===== src/rtl/uart_rx_if.sv =====
// Picorv32-style mem_* bus bundle for the UART receiver register window.
interface uart_rx_if;
    logic        mem_valid;
    logic        mem_instr;
    logic [3:0]  mem_wstrb;
    logic [31:0] mem_wdata;
    logic [31:0] mem_addr;
    logic        mem_ready;
    logic [31:0] mem_rdata;

    modport master (
        output mem_valid, mem_instr, mem_wstrb, mem_wdata, mem_addr,
        input  mem_ready, mem_rdata
    );

    modport slave (
        input  mem_valid, mem_instr, mem_wstrb, mem_wdata, mem_addr,
        output mem_ready, mem_rdata
    );
endinterface


===== src/rtl/uart_rx.sv =====
// 8N1 UART receiver feeding a small FIFO, polled through a DATA/STATUS register pair
// on the mem_* bus. Flags ovr/ferr are sticky until any write.
module uart_rx #(
    parameter int BAUD_DIVIDER = 868,
    parameter int FIFO_DEPTH   = 4
) (
    input  logic      clk,
    input  logic      resetn,
    input  logic      enable,
    uart_rx_if.slave  bus,
    input  logic      serialIn
);
    localparam int CW = $clog2(BAUD_DIVIDER + 1);
    localparam int PW = $clog2(FIFO_DEPTH);
    localparam logic [CW-1:0] BAUD = CW'(BAUD_DIVIDER);
    localparam logic [CW-1:0] HALF = CW'(BAUD_DIVIDER / 2);

    typedef enum logic [1:0] {IDLE, START, DATA, STOP} state_t;

    state_t        state_q, state_d;
    logic [CW-1:0] cnt_q, cnt_d;
    logic [2:0]    idx_q, idx_d;
    logic [7:0]    shift_q, shift_d;
    logic          rx_meta_q, rx_s_q, rx_prev_q;
    logic          push, ferr_set, expire;

    logic [7:0]    mem_q [FIFO_DEPTH];
    logic [PW-1:0] wr_ptr_q, rd_ptr_q;
    logic [PW:0]   count_q, count_d;
    logic          full, empty, pop, push_ok, ovr_set;
    logic          ovr_q, ovr_d, ferr_q, ferr_d;

    logic          ready_q, ready_d;
    logic [31:0]   rdata_q, rdata_d;
    logic          req, clr;
    logic          unused_bus;

    assign unused_bus = ^{bus.mem_instr, bus.mem_wdata, bus.mem_addr[31:3], bus.mem_addr[1:0]};

    // Synchroniser and previous-sample register for falling-edge detection.
    always_ff @(posedge clk or negedge resetn) begin
        if (!resetn) begin
            rx_meta_q <= 1'b1;
            rx_s_q    <= 1'b1;
            rx_prev_q <= 1'b1;
        end else begin
            rx_meta_q <= serialIn;
            rx_s_q    <= rx_meta_q;
            rx_prev_q <= rx_s_q;
        end
    end

    assign expire = (cnt_q == CW'(1));

    always_comb begin
        state_d  = state_q;
        cnt_d    = cnt_q;
        idx_d    = idx_q;
        shift_d  = shift_q;
        push     = 1'b0;
        ferr_set = 1'b0;
        case (state_q)
            IDLE: begin
                if (rx_prev_q && !rx_s_q) begin
                    state_d = START;
                    cnt_d   = HALF;
                end
            end
            START: begin
                if (!expire) begin
                    cnt_d = cnt_q - CW'(1);
                end else if (rx_s_q) begin
                    state_d = IDLE;
                end else begin
                    state_d = DATA;
                    cnt_d   = BAUD;
                    idx_d   = 3'd0;
                end
            end
            DATA: begin
                if (!expire) begin
                    cnt_d = cnt_q - CW'(1);
                end else begin
                    shift_d[idx_q] = rx_s_q;
                    cnt_d          = BAUD;
                    idx_d          = idx_q + 3'd1;
                    if (idx_q == 3'd7) state_d = STOP;
                end
            end
            default: begin
                if (!expire) begin
                    cnt_d = cnt_q - CW'(1);
                end else begin
                    push     = rx_s_q;
                    ferr_set = !rx_s_q;
                    state_d  = IDLE;
                end
            end
        endcase
    end

    // FIFO status and bus decode; a pop frees a slot for a same-cycle push even when full.
    assign full    = (count_q == (PW+1)'(FIFO_DEPTH));
    assign empty   = (count_q == '0);
    assign push_ok = push && (!full || pop);
    assign ovr_set = push && full && !pop;

    always_comb begin
        req     = enable && bus.mem_valid && !ready_q;
        ready_d = req;
        rdata_d = 32'd0;
        pop     = 1'b0;
        clr     = 1'b0;
        if (req) begin
            if (|bus.mem_wstrb) begin
                clr = 1'b1;
            end else if (!bus.mem_addr[2]) begin
                rdata_d = {23'd0, !empty, (empty ? 8'd0 : mem_q[rd_ptr_q])};
                pop     = !empty;
            end else begin
                rdata_d = {21'd0, ferr_q, ovr_q, !empty, 8'd0};
            end
        end
        ovr_d  = ovr_set  || (ovr_q  && !clr);
        ferr_d = ferr_set || (ferr_q && !clr);
        case ({push_ok, pop})
            2'b10:   count_d = count_q + (PW+1)'(1);
            2'b01:   count_d = count_q - (PW+1)'(1);
            default: count_d = count_q;
        endcase
    end

    always_ff @(posedge clk or negedge resetn) begin
        if (!resetn) begin
            state_q  <= IDLE;
            cnt_q    <= '0;
            idx_q    <= '0;
            shift_q  <= '0;
            wr_ptr_q <= '0;
            rd_ptr_q <= '0;
            count_q  <= '0;
            ovr_q    <= 1'b0;
            ferr_q   <= 1'b0;
            ready_q  <= 1'b0;
            rdata_q  <= '0;
        end else begin
            state_q  <= state_d;
            cnt_q    <= cnt_d;
            idx_q    <= idx_d;
            shift_q  <= shift_d;
            count_q  <= count_d;
            ovr_q    <= ovr_d;
            ferr_q   <= ferr_d;
            ready_q  <= ready_d;
            rdata_q  <= rdata_d;
            if (push_ok) wr_ptr_q <= wr_ptr_q + PW'(1);
            if (pop)     rd_ptr_q <= rd_ptr_q + PW'(1);
        end
    end

    always_ff @(posedge clk) begin
        if (push_ok) mem_q[wr_ptr_q] <= shift_q;
    end

    assign bus.mem_ready = ready_q;
    assign bus.mem_rdata = rdata_q;
endmodule

===== src/flat_wrapper.sv =====
// flat-port wrapper written by rule: the top's interface ports become plain ports
module uart_rx_flat 
#(
    parameter int BAUD_DIVIDER = 868,
    parameter int FIFO_DEPTH   = 4
)
  (clk, resetn, enable, serialIn, bus_mem_valid, bus_mem_instr, bus_mem_wstrb, bus_mem_wdata, bus_mem_addr, bus_mem_ready, bus_mem_rdata);
  uart_rx_if bus_i ();
  input  logic clk;
  input  logic resetn;
  input  logic enable;
  input  logic serialIn;
  input wire logic [$bits(bus_i.mem_valid)-1:0] bus_mem_valid;
  input wire logic [$bits(bus_i.mem_instr)-1:0] bus_mem_instr;
  input wire logic [$bits(bus_i.mem_wstrb)-1:0] bus_mem_wstrb;
  input wire logic [$bits(bus_i.mem_wdata)-1:0] bus_mem_wdata;
  input wire logic [$bits(bus_i.mem_addr)-1:0] bus_mem_addr;
  output wire logic [$bits(bus_i.mem_ready)-1:0] bus_mem_ready;
  output wire logic [$bits(bus_i.mem_rdata)-1:0] bus_mem_rdata;
  assign bus_i.mem_valid = bus_mem_valid;
  assign bus_i.mem_instr = bus_mem_instr;
  assign bus_i.mem_wstrb = bus_mem_wstrb;
  assign bus_i.mem_wdata = bus_mem_wdata;
  assign bus_i.mem_addr = bus_mem_addr;
  assign bus_mem_ready = bus_i.mem_ready;
  assign bus_mem_rdata = bus_i.mem_rdata;
  uart_rx #(.BAUD_DIVIDER(BAUD_DIVIDER), .FIFO_DEPTH(FIFO_DEPTH)) u_core (.clk(clk), .resetn(resetn), .enable(enable), .bus(bus_i), .serialIn(serialIn));
endmodule

===== config.mk =====
export PLATFORM = sky130hd
export DESIGN_NAME = uart_rx_flat
export DESIGN_NICKNAME = d
export VERILOG_FILES = /design/src/rtl/uart_rx_if.sv /design/src/rtl/uart_rx.sv /design/src/flat_wrapper.sv
export SDC_FILE = /design/constraint.sdc
export NUM_CORES = 1
export LEC_CHECK = 0
export CORE_ASPECT_RATIO = 1.4
export CORE_MARGIN = 2
export CORE_UTILIZATION = 48
export CTS_CLUSTER_SIZE = 30
export DETAILED_ROUTE_END_ITERATION = 8
export PLACE_DENSITY_LB_ADDON = 0.1
export SYNTH_ARGS = -nofsm -noshare
export SYNTH_HDL_FRONTEND = slang
export SYNTH_SLANG_ARGS = --single-unit
export TNS_END_PERCENT = 30

===== constraint.sdc =====
create_clock -name clk -period 3.2 [get_ports clk]
set_input_delay 0.8 -clock clk [delete_from_list [all_inputs] [get_ports clk]]
set_output_delay 0.8 -clock clk [all_outputs]
set_load 0.005 [all_outputs]

==> impl_metrics.ini <==
[status]
status = finished, final reports clean

[synth]
synth_top_area_frac = 0.284
synthFlopType = dfrtp_1
yosys.area.top_type = dfrtp_1
synth_async_sr_flop_share = 0.595
ys_warn_count = 0
yosysUniqueCellTypes = 62
yosysSeqAreaShare = 0.552
synth-seq-cells = 79
syn_avg_cell_area_um2 = 12.7
synth_edf_count = 32
synth_area_leaders = dfrtp_1 (28%), edfxtp_1 (25%), mux4_2 (4.6%)
syn_area_mm2 = 0.00387
syn_inst = 304

[timing]
rsz0062_at_grt = no
hold_viol = 0
setup_violations = 0
fin_skew_ns = 0.00910
max_freq_mhz = 325
min_period_over_period = 0.961
tightest_slew_ns = 0.802
drv_slew = 0
tns_ns = 0
hold_slack_ns = 0.360
max_slew_margin = 0.464
min_period_ns = 3.08

[layout]
area_delta_synth_final_pct = 15.5
final_common_cell = dfrtp_1
finish.utilization = 0.574
fin_area_mm2 = 0.00448
n_antenna_cell = 0
final_layout_size_suffix_gt1_frac = 0.185
multiInputGateArea_mm2 = 0.00155
seqCellArea_mm2 = 0.00214
num-nets-final = 425
n_fill_cell = 659
final_cell_mix = dfrtp_1 (44), edfxtp_1 (32), conb_1 (21), clkdlybuf4s50_1 (20), inv_1 (16)

[drt]
wirelength_mm = 6.83
vias = 2360
drt_pre_antenna_iters = 4
ant_nets = 0
drtIter0Drc = 149
route.detailed.drc = 0
vias_per_cell = 5.35
wl_per_cell_um = 15.5

[job]
drv_cap = 0

[floorplan]
fp-row-count = 38
core_region_area_mm2 = 0.00780
start_util = 0.497
die_y_um = 110
dieArea_mm2 = 0.00882
die_x_um = 79.9
io-pin-count = 107

[power]
peakVddDrop_v = 0.000440
power-per-cell-area_mw_per_mm2 = 634
swShare = 0.328
comb_power_share = 0.279
p_int_mw = 1.91
leakagePower_nw = 1.79
p_switching_uw = 932
p_seq_frac = 0.431
p_total_mw = 2.84
clkPwrFrac = 0.291

[clock_tree]
htree_levels = 3
hold_buffers = 0
clock-root-buffer = clkbuf_8
cts_buffers = 9
clkTransAtPathRegs_ns = 0.08
clkSinkCount = 79
cts_tree = yes
cts_buffer_depth = 2
clkLatencyLatePin_ns = 0.35

[worst_setup_path]
cp-start-kind = input port
cp-end-kind = flip-flop
r2r_end = u_core.count_q[2]$_DFFE_PN0P_
cp.required_ns = 3.48
rrSetupSlack_ns = 0.40
rr_startpoint = u_core.cnt_q[1]$_DFFE_PN0P_
cp_slowest_stage_delay_ns = 0.55
slowest_stage = or4_4
cp_max_fo = 2
cp.arrival_ns = 3.35
ff2ff_path_depth = 11
worstSetupPathType = input port to flip-flop
cp_cell_sequence = clkdlybuf4s50_1 -> or4_4 -> o311ai_4 -> and4_1 -> inv_1 -> ha_2 -> fa_2 -> xnor2_1 -> nor2_1 -> xor2_1

[global_routing]
antenna_found_initial = 0
grt_pass1_vias = 2324
grt_overflow = 0
grt_start_max_net_pins = 48
grt_usage = 0.173
grt_pass1_wl_mm = 11.5

[hold_path]
hold_path.class = flip-flop to flip-flop
whs_path_depth = 0
min_from = u_core.rx_meta_q$_DFF_PN1_
hold_path_end = u_core.rx_s_q$_DFF_PN1_

[placed_design]
gpl.final_weighted_congestion = 0.859
dpl.hpwl_mm = 4.76
post_dp_cell_area_mm2 = 0.00421
portBuffers = 21
area by class of cell:
class / count / area share
timing repair buffer: 37 / 0.0839
inverter: 16 / 0.0134
sequential: 79 / 0.478
clock buffer: 11 / 0.0316
clock inverter: 5 / 0.0182
multi-input combinational: 193 / 0.347
tap: 100 / 0.0280
metrics by stage:
step | setup slack [ns] | std cells
2_1_floorplan | 0.0300 | 324
3_3_place_gp | -0.318 | 423
3_5_place_dp | -0.359 | 423
4_1_cts | 0.0262 | 439
5_1_grt | 0.00768 | 441
6_report | 0.124 | 441
cells in the mapped netlist (3+ instances only):
| cell type | n |
|---|---|
| mux2_2 | 7 |
| edfxtp_1 | 32 |
| dfrtp_1 | 44 |
| nor2b_1 | 4 |
| nor2_1 | 12 |
| o21ai_0 | 7 |
| nand2_1 | 11 |
| mux2_1 | 5 |
| nor3b_1 | 3 |
| clkbuf_1 | 10 |
| nand2b_1 | 3 |
| a22o_1 | 4 |
| nor4_1 | 7 |
| and2_1 | 12 |
| ha_1 | 14 |
| o211ai_1 | 3 |
| nor3_1 | 8 |
| nand3_1 | 7 |
| dfstp_2 | 3 |
| a31oi_1 | 4 |
| or4_1 | 3 |
| nand4_1 | 3 |
| inv_1 | 16 |
| xnor2_1 | 4 |
| mux4_2 | 8 |
| buf_4 | 23 |
what timing repair did:
action | CTS | global route
pin swaps | 0 | 4
resized for setup | 1 | 4
setup buffers | 0 | 2
endpoints found under the setup margin | 1 | 2
gates cloned | 0 | 0
power by group through the flow:
stage	registers [mW]	logic, mW	clock network [mW]
2_1_floorplan	1.21	0.649	0
3_3_place_gp	1.24	0.786	0
3_5_place_dp	1.24	0.788	0
4_1_cts	1.22	0.790	0.841
5_1_grt	1.24	0.884	0.879
6_report	1.22	0.791	0.825
flip-flops by register name, summed over array words and instances (netlist names):
register,count
u_core.bus.mem_rdata,11
u_core.bus.mem_ready,1
u_core.cnt_q,10
u_core.count_q,3
u_core.ferr_q,1
u_core.idx_q,3
u_core.mem_q,32
u_core.ovr_q,1
u_core.rd_ptr_q,2
u_core.rx_meta_q,1
u_core.rx_prev_q,1
u_core.rx_s_q,1
u_core.shift_q,8
u_core.state_q,2
u_core.wr_ptr_q,2
worst max-delay path, delay by kind of cell:
family | cells | cell delay, ns
compound gates | 1 | 0.30
xor+xnor | 2 | 0.28
fa+ha+maj | 2 | 0.59
buf+inv | 2 | 0.45
simple gates | 3 | 0.94
cells by family (layout without fill, tap and decap cells):
kind of cell | count (synthesis) | after routing | synth area share
AO/OA/AOI/OAI | 43 | 43 | 0.0901
XOR/XNOR | 6 | 6 | 0.0136
adder cells (fa/ha/maj) | 15 | 15 | 0.0504
buffers and inverters | 52 | 69 | 0.0733
flip-flops | 79 | 79 | 0.552
multiplexers | 22 | 22 | 0.0865
other | 1 | 21 | 0.000968
AND/OR/NAND/NOR | 86 | 86 | 0.133
metal layers:
metal,global-route usage,vias to the layer above,part of all wire
met5,0,-,0
met4,0.0896,0,0.030
met3,0.0318,18,0.026
met2,0.292,44,0.52
met1,0.213,1153,0.42
li1,-,1145,-
worst max-delay path by stage:
stage                      from  slack [ns]                       endpoint  cells past startpoint
6_report       bus_mem_wstrb[3]        0.12  u_core.count_q[2]$_DFFE_PN0P_                     10
5_1_grt        bus_mem_wstrb[3]       0.008  u_core.count_q[2]$_DFFE_PN0P_                     10
4_1_cts        bus_mem_wstrb[1]        0.03  u_core.count_q[2]$_DFFE_PN0P_                     10
3_5_place_dp   bus_mem_wstrb[1]       -0.36  u_core.count_q[2]$_DFFE_PN0P_                     10
3_3_place_gp   bus_mem_wstrb[1]       -0.32  u_core.count_q[2]$_DFFE_PN0P_                     10
2_1_floorplan  bus_mem_wstrb[1]        0.03  u_core.count_q[2]$_DFFE_PN0P_                     10
No activity file was read; power rests on OpenSTA's default activity.
